===== src/rtl/fetch_pkg.sv =====
// Shared definitions for the instruction fetch stage.
//   DEFAULT_ADDR_WIDTH  - default PC / instruction memory address width
//   DEFAULT_INSTR_WIDTH - default instruction word width
//   DEFAULT_RESET_PC    - default PC value after reset
//   fetch_entry_t       - one prefetch queue entry {pc, instr} at default widths
package fetch_pkg;

    localparam int DEFAULT_ADDR_WIDTH  = 16;
    localparam int DEFAULT_INSTR_WIDTH = 20;
    localparam int DEFAULT_RESET_PC    = 0;

    typedef struct packed {
        logic [DEFAULT_ADDR_WIDTH-1:0]  pc;
        logic [DEFAULT_INSTR_WIDTH-1:0] instr;
    } fetch_entry_t;

endpackage


===== src/rtl/fetch_queue.sv =====
// DEPTH-entry prefetch FIFO holding {pc, instr} entries.
// Circular read/write pointers wrap explicitly at DEPTH, so DEPTH need not be
// a power of two. flush_i empties the queue on the next rising edge and wins
// over a simultaneous push/pop.
//   clock_i, reset_i   - clock, asynchronous active-high reset
//   flush_i            - synchronous clear of all entries
//   push_i, push_data_i- write one entry at the tail
//   pop_i              - drop the head entry
//   head_o             - entry at the head (stale contents when empty)
//   count_o            - number of stored entries, 0..DEPTH
module fetch_queue
    import fetch_pkg::*;
#(
    parameter int  DEPTH   = 4,
    parameter type entry_t = fetch_entry_t
) (
    input  logic                         clock_i,
    input  logic                         reset_i,
    input  logic                         flush_i,
    input  logic                         push_i,
    input  entry_t                       push_data_i,
    input  logic                         pop_i,
    output entry_t                       head_o,
    output logic [$clog2(DEPTH+1)-1:0]   count_o
);

    localparam int CW = $clog2(DEPTH + 1);
    localparam int PW = $clog2(DEPTH);

    entry_t          mem_q [DEPTH];
    logic [PW-1:0]   rd_ptr_q;
    logic [PW-1:0]   wr_ptr_q;
    logic [CW-1:0]   count_q;
    logic            do_push;
    logic            do_pop;

    function automatic logic [PW-1:0] ptr_next(input logic [PW-1:0] p);
        return (p == PW'(DEPTH - 1)) ? '0 : p + PW'(1);
    endfunction

    // Guards keep the pointers coherent even if a caller misbehaves; in normal
    // use the fetch credit rule never pushes into a full queue.
    assign do_push = push_i && (count_q != CW'(DEPTH));
    assign do_pop  = pop_i && (count_q != '0);

    always_ff @(posedge clock_i or posedge reset_i) begin
        if (reset_i) begin
            rd_ptr_q <= '0;
            wr_ptr_q <= '0;
            count_q  <= '0;
            for (int i = 0; i < DEPTH; i++) begin
                mem_q[i] <= '0;
            end
        end else if (flush_i) begin
            rd_ptr_q <= '0;
            wr_ptr_q <= '0;
            count_q  <= '0;
        end else begin
            if (do_push) begin
                mem_q[wr_ptr_q] <= push_data_i;
                wr_ptr_q        <= ptr_next(wr_ptr_q);
            end
            if (do_pop) begin
                rd_ptr_q <= ptr_next(rd_ptr_q);
            end
            case ({do_push, do_pop})
                2'b10:   count_q <= count_q + CW'(1);
                2'b01:   count_q <= count_q - CW'(1);
                default: count_q <= count_q;
            endcase
        end
    end

    assign head_o  = mem_q[rd_ptr_q];
    assign count_o = count_q;

endmodule


===== src/rtl/instruction_fetch_stage.sv =====
// Pipelined instruction fetch: owns the PC, issues at most one read per cycle
// to a synchronous instruction memory (data returns the cycle after the
// request) and buffers returned words in a DEPTH-entry prefetch queue.
//   clock, reset          - clock, asynchronous active-high reset
//   stall                 - decode cannot accept the head this cycle
//   jumpEnable/jumpAddress- redirect fetch; squashes queue and in-flight word
//   imemAddress/imemRead  - memory request
//   imemData              - memory response, valid the cycle after imemRead
//   instructionOut/pcOut  - queue head presented to decode
//   validOut              - head is valid and not being squashed
//
// Handshake with decode: the head transfers on a rising edge exactly when
// validOut is high and stall is low. validOut never depends on stall.
module instruction_fetch_stage
    import fetch_pkg::*;
#(
    parameter int ADDR_WIDTH  = DEFAULT_ADDR_WIDTH,
    parameter int INSTR_WIDTH = DEFAULT_INSTR_WIDTH,
    parameter int DEPTH       = 4,
    parameter int RESET_PC    = DEFAULT_RESET_PC
) (
    input  logic                   clock,
    input  logic                   reset,
    input  logic                   stall,
    input  logic                   jumpEnable,
    input  logic [ADDR_WIDTH-1:0]  jumpAddress,
    output logic [ADDR_WIDTH-1:0]  imemAddress,
    output logic                   imemRead,
    input  logic [INSTR_WIDTH-1:0] imemData,
    output logic [INSTR_WIDTH-1:0] instructionOut,
    output logic [ADDR_WIDTH-1:0]  pcOut,
    output logic                   validOut
);

    localparam int CW = $clog2(DEPTH + 1);

    typedef struct packed {
        logic [ADDR_WIDTH-1:0]  pc;
        logic [INSTR_WIDTH-1:0] instr;
    } entry_t;

    logic [ADDR_WIDTH-1:0] pc_q, pc_d;
    logic [ADDR_WIDTH-1:0] req_pc_q, req_pc_d;
    logic                  inflight_q, inflight_d;
    logic [CW-1:0]         count;
    logic [CW:0]           occupancy;
    logic                  pop;
    logic                  push;
    logic                  issue;
    entry_t                head;
    entry_t                push_entry;

    assign validOut = (count != '0) && !jumpEnable;
    assign pop      = validOut && !stall;

    // Credit rule: entries held + the word already in flight - the entry
    // leaving now must leave room for the word requested this cycle.
    assign occupancy = {1'b0, count} + (CW+1)'(inflight_q) - (CW+1)'(pop);

    // A jump kills the response arriving this cycle; it belongs to the old path.
    assign push       = inflight_q && !jumpEnable;
    assign push_entry = '{pc: req_pc_q, instr: imemData};

    always_comb begin
        pc_d        = pc_q;
        req_pc_d    = req_pc_q;
        inflight_d  = 1'b0;
        imemAddress = pc_q;
        issue       = 1'b0;
        if (jumpEnable) begin
            imemAddress = jumpAddress;
            issue       = 1'b1;
            pc_d        = jumpAddress + ADDR_WIDTH'(1);
            req_pc_d    = jumpAddress;
            inflight_d  = 1'b1;
        end else if (occupancy < (CW+1)'(DEPTH)) begin
            issue       = 1'b1;
            pc_d        = pc_q + ADDR_WIDTH'(1);
            req_pc_d    = pc_q;
            inflight_d  = 1'b1;
        end
    end

    assign imemRead = issue && !reset;

    always_ff @(posedge clock or posedge reset) begin
        if (reset) begin
            pc_q       <= ADDR_WIDTH'(RESET_PC);
            req_pc_q   <= '0;
            inflight_q <= 1'b0;
        end else begin
            pc_q       <= pc_d;
            req_pc_q   <= req_pc_d;
            inflight_q <= inflight_d;
        end
    end

    fetch_queue #(
        .DEPTH   (DEPTH),
        .entry_t (entry_t)
    ) u_queue (
        .clock_i     (clock),
        .reset_i     (reset),
        .flush_i     (jumpEnable),
        .push_i      (push),
        .push_data_i (push_entry),
        .pop_i       (pop),
        .head_o      (head),
        .count_o     (count)
    );

    assign instructionOut = head.instr;
    assign pcOut          = head.pc;

endmodule


===== config.mk =====
export PLATFORM = sky130hd
export DESIGN_NAME = instruction_fetch_stage
export DESIGN_NICKNAME = d
export VERILOG_FILES = /design/src/rtl/fetch_pkg.sv /design/src/rtl/fetch_queue.sv /design/src/rtl/instruction_fetch_stage.sv
export SDC_FILE = /design/constraint.sdc
export NUM_CORES = 1
export LEC_CHECK = 0
export BUFFER_PORTS_ARGS = -buffer_cell sky130_fd_sc_hd__buf_2
export CORE_UTILIZATION = 53
export CTS_CLUSTER_DIAMETER = 120
export DETAILED_ROUTE_END_ITERATION = 10
export PLACE_DENSITY = 0.88
export SYNTH_ARGS = -nofsm -noshare
export SYNTH_HDL_FRONTEND = slang
export SYNTH_HIERARCHICAL = 1
export SYNTH_SLANG_ARGS = --single-unit

===== constraint.sdc =====
create_clock -name clock -period 4.6 [get_ports clock]
set_input_delay 0.69 -clock clock [delete_from_list [all_inputs] [get_ports clock]]
set_output_delay 0.69 -clock clock [all_outputs]
set_load 0.05 [all_outputs]

== After elaboration in Yosys (flattened, before gate mapping) ==
Cells that the tools add are included.

* Register bits: 184
* Output and inout bits: 54
* Word-level logic and storage cells: 71

* Add/subtract/negate cells: 8
* Magnitude comparators: 4
* Equal/unequal tests: 5
* Muxes and demuxes: 21
* Bitwise gates (word level): 3
* Reduce and logical (&&, ||, !) cells: 16

{| class="wikitable"
|+ Operator list
! cell !! count
|-
| 144-bit bitwise mux || 1
|-
| 36-bit 2-to-1 mux || 3
|-
| 16-bit 2-to-1 mux || 5
|-
| 36-bit binary-select mux with 2-bit select || 1
|-
| 36-bit demux with 2-bit select || 1
|-
| 16-bit by 1-bit adder with 16-bit output (second input constant) || 2
|-
| 2-bit 2-to-1 mux || 6
|-
| 1-bit logical AND || 7
|-
| 2-bit == test (second input constant) || 3
|-
| 3-bit >= comparator (second input constant) || 2
|-
| 2-bit inverter with 3-bit output || 2
|-
| 3-bit case mux with 2 select lines || 1
|-
| 2-bit nonzero test || 3
|-
| 3-bit nonzero test || 2
|-
| 2-bit by 1-bit adder with 2-bit output (second input constant) || 2
|-
| 3-bit by 1-bit adder with 4-bit output || 1
|-
| 4-bit by 3-bit less-than comparator with 1-bit output (second input constant) || 1
|-
| 4-bit by 1-bit subtractor with 4-bit output || 1
|-
| 3-bit by 1-bit adder with 3-bit output (second input constant) || 1
|-
| 1-bit zero test || 3
|-
| 3-bit by 1-bit less-than comparator with 1-bit output (second input constant) || 1
|-
| 3-bit 2-to-1 mux || 1
|-
| 3-bit inequality test (second input constant) || 1
|-
| 3-bit by 1-bit subtractor with 3-bit output (second input constant) || 1
|-
| 4 further kinds || 5
|}

== Longest topological paths before layout ==
Gate-level depths: netlist of run 1.

* Depth after elaboration: 8
* Depth in mapped cells: 12
* Gate-level depth less buffers: 10

== Modules after synthesis ==
The synthesis of run 1 kept the hierarchy.

{| class="wikitable"
|+ Modules (own cells, without submodules)
! module !! instances !! cells an instance !! area each (um2) !! seq. area each (um2)
|-
| fetch_queue || 1 || 411 || 7,405.9 || 3,778.6
|-
| instruction_fetch_stage || 1 || 192 || 2,015.7 || 825.8
|}

== Worst setup path after synthesis of run 1 ==
No wires, ideal clock.

* Path type: input -> output
* Start: input port jumpEnable
* End: output port imemRead
* Arrival: 3,068 ps
* Required time: 3,910 ps
* Slack: 842 ps
* Cell stages on the path: 9
* Buffers on the path: 2
* Cells stage by stage: buf_4 > clkbuf_1 > nor3_1 > ha_1 > inv_1 > ha_1 > nor4b_1 > o21ai_1 > a21oi_1

* Word-level cells in the longest chain between the ends: 8

{| class="wikitable"
|+ Ends and longest elaborated chain
! what !! RTL line !! text
|-
| from (decl) || instruction_fetch_stage.sv:25 || <nowiki>input logic jumpEnable,</nowiki>
|-
| 1-bit zero test || instruction_fetch_stage.sv:53 || <nowiki>assign validOut = (count != '0) && !jumpEnable;</nowiki>
|-
| 1-bit logical AND || instruction_fetch_stage.sv:53 ||
|-
| 1-bit logical AND || instruction_fetch_stage.sv:54 || <nowiki>assign pop = validOut && !stall;</nowiki>
|-
| named net pop || instruction_fetch_stage.sv:47 || <nowiki>logic pop;</nowiki>
|-
| 4-bit by 1-bit subtractor with 4-bit output || instruction_fetch_stage.sv:58 || <nowiki>assign occupancy = {1'b0, count} + (CW+1)'(inflight_q) - (CW+1)'(pop);</nowiki>
|-
| 4-bit by 3-bit less-than comparator with 1-bit output || instruction_fetch_stage.sv:76 || <nowiki>end else if (occupancy < (CW+1)'(DEPTH)) begin</nowiki>
|-
| 1-bit 2-to-1 mux || instruction_fetch_stage.sv:76 ||
|-
| 1-bit 2-to-1 mux || instruction_fetch_stage.sv:70 || <nowiki>if (jumpEnable) begin</nowiki>
|-
| 1-bit logical AND || instruction_fetch_stage.sv:84 || <nowiki>assign imemRead = issue && !reset;</nowiki>
|-
| to (decl) || instruction_fetch_stage.sv:28 || <nowiki>output logic imemRead,</nowiki>
|}

The timed path passes the listed nets, and every way through them passes these cells.

== Worst setup path after layout of run 1 ==
* Start: register u_queue.count_q[0], in the netlist u_queue/count_o[0]
* End: output port imemRead

* Word-level cells in the longest chain between the ends: 8

{| class="wikitable"
|+ Ends and longest elaborated chain
! what !! RTL line !! text
|-
| from (decl) || fetch_queue.sv:33 || <nowiki>logic [CW-1:0] count_q;</nowiki>
|-
| from (signal assigned) || fetch_queue.sv:67 || <nowiki>2'b10: count_q <= count_q + CW'(1);</nowiki>
|-
| from (signal assigned) || fetch_queue.sv:68 || <nowiki>2'b01: count_q <= count_q - CW'(1);</nowiki>
|-
| from (signal assigned) || fetch_queue.sv:69 || <nowiki>default: count_q <= count_q;</nowiki>
|-
| 3-bit nonzero test || instruction_fetch_stage.sv:53 ||
|-
| 1-bit logical AND || instruction_fetch_stage.sv:53 ||
|-
| 1-bit logical AND || instruction_fetch_stage.sv:54 ||
|-
| named net pop || instruction_fetch_stage.sv:47 ||
|-
| 4-bit by 1-bit subtractor with 4-bit output || instruction_fetch_stage.sv:58 ||
|-
| 4-bit by 3-bit less-than comparator with 1-bit output || instruction_fetch_stage.sv:76 ||
|-
| 1-bit 2-to-1 mux || instruction_fetch_stage.sv:76 ||
|-
| 1-bit 2-to-1 mux || instruction_fetch_stage.sv:70 ||
|-
| 1-bit logical AND || instruction_fetch_stage.sv:84 ||
|}

The timed path passes the listed nets, and every way through them passes these cells.

==> results of run 1 <==
registers in the layout, summed over array words and instances (netlist names):
name and count:
u_queue/mem_q 144, pc_q 16, req_pc_q 16, u_queue/count_o 3, u_queue/rd_ptr_q 2, u_queue/wr_ptr_q 2, inflight_q 1
path summary, 6_finish.rpt:
kind | from | endpoint
setup / recovery | u_queue/count_o[0] | imemRead
hold / removal | reset | pc_q[11]
setup reg to reg | u_queue/count_o[0] | req_pc_q[5]
hold reg to reg | u_queue/mem_q[6] | u_queue/mem_q[6]
max in group asynchronous | reset | u_queue/mem_q[52]
min in group clock | u_queue/mem_q[6] | u_queue/mem_q[6]
area by class of cell:
type                            count  area (µm²)  share of cell area [%]
Sequential cell                   184        4606                   43.77
Multi-Input combinational cell    372        4387                   41.69
Timing Repair Buffer              106       588.1                   5.589
Clock buffer                       21       460.4                   4.376
Tap cell                          225       281.5                   2.676
Clock inverter                     11       146.4                   1.391
Inverter                           13       52.55                  0.4995
cells in the mapped netlist (2+ instances only):
cell and instances:
dfrtp_1 184, mux2_4 129, mux2_2 42, mux4_2 36, a21oi_1 21, nor2_1 18, nand2_1 14, inv_1 13
buf_12 12, nand3_1 11, xnor2_1 10, ha_1 9, nand3b_1 7, nand4_1 7, o21ai_0 6, xor2_1 6
a31oi_1 5, buf_2 5, buf_6 5, clkbuf_1 5, nand2b_1 5, mux2i_1 4, nand3_4 4, buf_1 3
buf_4 3, nand4b_1 3, nor3_1 3, a21boi_0 2, and3b_1 2, nor2b_1 2, nor4b_1 2, o21a_1 2
o2bb2ai_1 2, or3_1 2, or4_1 2
layer usage:
metal  vias up  share of wire, %  track usage, %  wire [µm]
li1       2397                 -               -          -
met1      2804                46           31.14       8720
met2       135                49           35.16       9181
met3        22               4.1           4.265        778
met4         0               1.3           6.929        249
met5         -                 0               0          0
stage by stage:
stage / hold slack [ns] / area, µm²
after floorplan: 0.4739 / 9425
after global placement: 0.4816 / 9915
after detailed placement: 0.4894 / 9915
after CTS: 0.2175 / 10520
after global routing: 0.2376 / 10520
final: 0.2384 / 10520
logic make-up after synthesis:
kind of cell / count (synthesis)
multiplexers: 211
flip-flops: 184
AND/OR/NAND/NOR: 88
AO/OA/AOI/OAI: 47
buffers and inverters: 47
XOR/XNOR: 16
adder cells (fa/ha/maj): 10
cell usage in the layout, fill, tap and decap left out, drive strengths merged, types with 3 or more instances in the layout:
master	instances
nand3	15
a31oi	5
nand4b	3
buf	106
nand2	15
nand3b	7
dfrtp	184
clkbuf	21
xor2	6
ha	9
clkinv	5
clkinvlp	3
mux4	36
nand2b	5
nand4	7
bufinv	3
mux2	171
nor2	18
nor3	3
inv	13
xnor2	10
mux2i	4
a21oi	21
o21ai	7
worst max-delay path: stages (launching register included):
cell	delay [ns]
dfrtp_1	0.64
nor3_1	0.12
nor3_1	0.15
buf_4	0.21
ha_1	0.15
inv_1	0.04
ha_1	0.22
nor4b_1	0.41
o21ai_1	0.20
a21oi_1	0.19
buf_2	0.29
power groups by stage:
| stage | clock, mW | sequential (mW) | combinational, mW |
|---|---|---|---|
| floorplan | 0 | 2.33 | 1.54 |
| global placement | 0 | 2.42 | 1.76 |
| detailed placement | 0 | 2.46 | 1.81 |
| CTS | 1.52 | 2.45 | 1.82 |
| global route | 1.60 | 2.52 | 1.91 |
| finish | 1.50 | 2.46 | 1.81 |
==> reports/results.ini, run 1 <==
[timing]
postLayoutSetupSlackWorst_ns = 0.8637
hold_viol = 0
grt_setup_unrepaired = false
tns_ns = 0
fin_crit_sh_pct = 81.22
max_freq_mhz = 267.6
fin_crit_ns = 3.736
setup_viol = 0
drv_slew = 0
clock-skew-final_ns = 0.004928
relSlewSlack_pct = 26.05
tightestPinTransition_ns = 1.107

[floorplanning]
die_width_um = 135.3
pin_count = 94
rows = 48
initial_core_util_pct = 54.28
die_height_um = 135.3
die-area_mm2 = 0.01831
core_mm2 = 0.01736

[power_and_ir_drop]
swShare_pct = 32.57
p_switching_mw = 1.879
seqPwrFrac_pct = 42.7
p_leak_nw = 5.022
p_per_area_mw_per_mm2 = 548.3
vdd_drop_max_mv = 0.4031
clockPowerShare_pct = 26.0
internal-power_mw = 3.889
power_frac_comb_pct = 31.3
fin_total_pwr_mw = 5.768

[min_path]
min_path_type = primary input to asynchronous set/reset pin

[synth]
yosys.area_share.simple_pct = 5.764
synth_top_area_share_pct = 48.87
synth_xor_area_share_pct = 1.487
synth_compound_area_share_pct = 3.293
syn_inst = 603
synth_top_family_by_area = multiplexers
synth_ff_type = dfrtp_1
async_flop_share_pct = 100.0
yosys_warnings = 6
yosys-top-cells-area = dfrtp_1 49%, mux2_4 21%, mux4_2 8.6%, mux2_2 5.0%, buf_12 2.5%
synth.yosys.seq_area_share_pct = 48.87
synth_area_leader_cell = dfrtp_1
syn_area_mm2 = 0.009422
synthMuxAreaShare_pct = 34.61
yosys_register_bits = 184
synth.avg_cell_area_um2 = 15.62
synthDistinctLibCells = 52
syn_nets = 653
synth_fa_ha_area_share_pct = 1.408
synth_edf_count = 0

[cts]
root_buffer = clkbuf_16
clk_pin_slew_ns = 0.06
cts_sinks = 184
hold_buffers = 0
cts_buffers = 17
tritoncts = yes
cts_setup_buffers = 0
clockBufferDepth = 2
cts-resized-gates = 0
insertion_delay_ns = 0.42
htreeDepth = 4

[layout]
syn2layout_area_growth_pct = 11.67
fin_cells = 932
final_core_util_pct = 60.62
fin_nets = 744
nFillCells = 1264
layout-drive-gt1-share_pct = 50.07
diodes = 0

[global_routing]
track_usage_pct = 22.25
overflow = 0
grt_first_pass_wirelength_um = 30940
grt_pass1_vias = 5622
grt_max_degree = 53
antenna_found_initial = 0

[detailed_routing]
ant_nets = 0
remaining_drc_errors = 0
firstDrtPassIters = 4
drt_iter0_drc = 252
vias = 5358
wl_um = 18930
via_per_inst = 5.749
wl_per_cell_um = 20.31

[worst_setup_path]
critPathKind = flip-flop to output port
endpoint_kind = output port
worstSetupStartpointType = flip-flop
crit_required_ns = 3.91
rr_worst_depth = 10
r2r_slack_ns = 1.48
cp.arrival_ns = 3.05
critPathMaxFanout = 14

[placed_design]
placed_cells = 900
pre_cts_slack_ns = 1.245
dp_hpwl_um = 11820
numPortBuffers = 93
gp_congestion = 0.8308

[outcome]
run_status = complete, no violations

[flow_run]
maxCapViolations = 0

(Power assumes the default switching activity.)
==> run 2, diff against run 1 <==
PLACE_DENSITY = 0.85   (was 0.88)
clock period = 3.5 ns   (was 4.6 ns; I/O delays follow)
==> run 2 against run 1 <==
  * Sequential power grew 31%
  * Clock-buffer cell count is 3 lower
  * Cell count decreased by 0.11%
  * Core utilization decreased by 0.46 points
  * Largest power group unchanged
==> reports/results.ini, run 2 (synthesized netlist as in run 1, its figures left out) <==
[layout]
regArea_mm2 = 0.004611
fin_nets = 743
final_core_util_pct = 60.16
largestRegisters = u_queue/mem_q: 144 flops, pc_q: 16 flops, req_pc_q: 16 flops
regMostFlops = u_queue/mem_q
largest_reg_flops = 144
layout-drive-gt1-share_pct = 50.71
nFillCells = 1273
final_common_cell = dfrtp_1
final_cell_mix = 179 x dfrtp_1, 129 x mux2_4, 93 x buf_2
multi_input_area_mm2 = 0.004387
diodes = 0
syn2layout_area_growth_pct = 10.82
fin_cells = 931

[placed_design]
placed_cells = 899
dp_hpwl_um = 12210
numPortBuffers = 93
gp_congestion = 0.8898

[detailed_routing]
remaining_drc_errors = 0
via_per_inst = 5.696
ant_nets = 0
wl_um = 18900
drt_iter0_drc = 280
vias = 5303
firstDrtPassIters = 4
wl_per_cell_um = 20.30

[timing]
tns_ns = 0
relSlewSlack_pct = 31.06
tightestPinTransition_ns = 1.034
max_freq_mhz = 304.8
setup_viol = 0
grt_setup_unrepaired = false
clock-skew-final_ns = 0.006714
fin_crit_ns = 3.280
drv_slew = 0
hold_viol = 0
holdWs_ns = 0.2222
fin_crit_sh_pct = 93.72

[floorplanning]
rows = 48
core_mm2 = 0.01736
pin_count = 94
die-area_mm2 = 0.01831
die_width_um = 135.3
die_height_um = 135.3
initial_core_util_pct = 54.28

[cts]
insertion_delay_ns = 0.42
clockBufferDepth = 2
hold_buffers = 0
root_buffer = clkbuf_16
tritoncts = yes
cts_setup_buffers = 0
cts_sinks = 184
clk_pin_slew_ns = 0.07
cts_buffers = 17
htreeDepth = 4

[worst_setup_path]
worstSetupStartpointType = flip-flop
critical_path_buf_inv_count = 2
r2r_start = u_queue/count_o[2]
critPathTopFamily = simple AND/OR/NAND/NOR gates
r2r_slack_ns = 0.62
slowest_delay_ns = 0.51
crit_required_ns = 2.97
endpoint_kind = output port
critPathMaxFanout = 14
cp.arrival_ns = 2.76
crit_path_top_delay_cell = dfrtp_2
critPathKind = flip-flop to output port
crit_start = u_queue/count_o[0]
worstPathCellList = nor3_1 -> nor3_1 -> ha_1 -> inv_1 -> ha_1 -> nor4b_1 -> o21ai_1 -> a21oi_1 -> buf_2

[global_routing]
track_usage_pct = 22.03
overflow = 0
grt_pass1_vias = 5646
antenna_found_initial = 0
grt_max_degree = 152
grt_first_pass_wirelength_um = 30570

[min_path]
min_path_type = primary input to asynchronous set/reset pin

[flow_run]
maxCapViolations = 0

[power_and_ir_drop]
vdd_drop_max_mv = 0.4653
fin_total_pwr_mw = 7.333
p_leak_nw = 4.960
p_per_area_mw_per_mm2 = 702.3

[outcome]
run_status = complete, no violations

-- run 2: worst min-delay path: cells and delay by family --
| kind | cells | cell delay [ns] |
|---|---|---|
| buffers and inverters | 3 | 0.54 |
-- run 2: area by class of cell --
| cell class | count | area share, % |
|---|---|---|
| Clock buffer | 18 | 4.110 |
| Multi-Input combinational cell | 372 | 42.01 |
| Clock inverter | 14 | 0.9587 |
| Timing Repair Buffer | 105 | 5.560 |
| Tap cell | 225 | 2.696 |
| Sequential cell | 184 | 44.16 |
| Inverter | 13 | 0.5033 |
-- run 2: metal layers --
layer | vias to the layer above | part of all wire, % | track usage (%)
met2 | 130 | 50 | 36.07
met1 | 2762 | 46 | 30.15
met5 | - | 0 | 0
met4 | 0 | 0.60 | 5.493
met3 | 11 | 4.2 | 4.415
li1 | 2400 | - | -
-- run 2: what timing repair did --
item	4_1_cts	5_1_grt
endpoints found under the hold margin	0	0
setup endpoints to repair	0	1
gates resized for setup	0	3
-- run 2: power by group --
| part | leakage [nW] | switching (mW) | internal (mW) | total (mW) |
|---|---|---|---|---|
| clock network | 0.245 | 0.825 | 0.911 | 1.74 |
| registers | 2.28 | 0.440 | 2.78 | 3.22 |
| logic | 2.43 | 1.21 | 1.17 | 2.38 |
-- run 2: stage by stage --
stage	setup slack, ns	instance area [µm²]
finish	0.2197	10440
global route	0.009970	10440
CTS	0.05901	10440
detailed placement	0.5158	9908
global placement	0.6609	9908
floorplan	0.07173	9425
-- run 2: final timing paths --
| path | end | depth (start not counted) |
|---|---|---|
| max | imemRead | 9 |
| min | inflight_q | 3 |
| max reg2reg | pc_q[10] | 9 |
| min reg2reg | u_queue/mem_q[126] | 1 |
| max in group asynchronous | u_queue/rd_ptr_q[0] | 3 |
| min in group clock | u_queue/mem_q[113] | 2 |
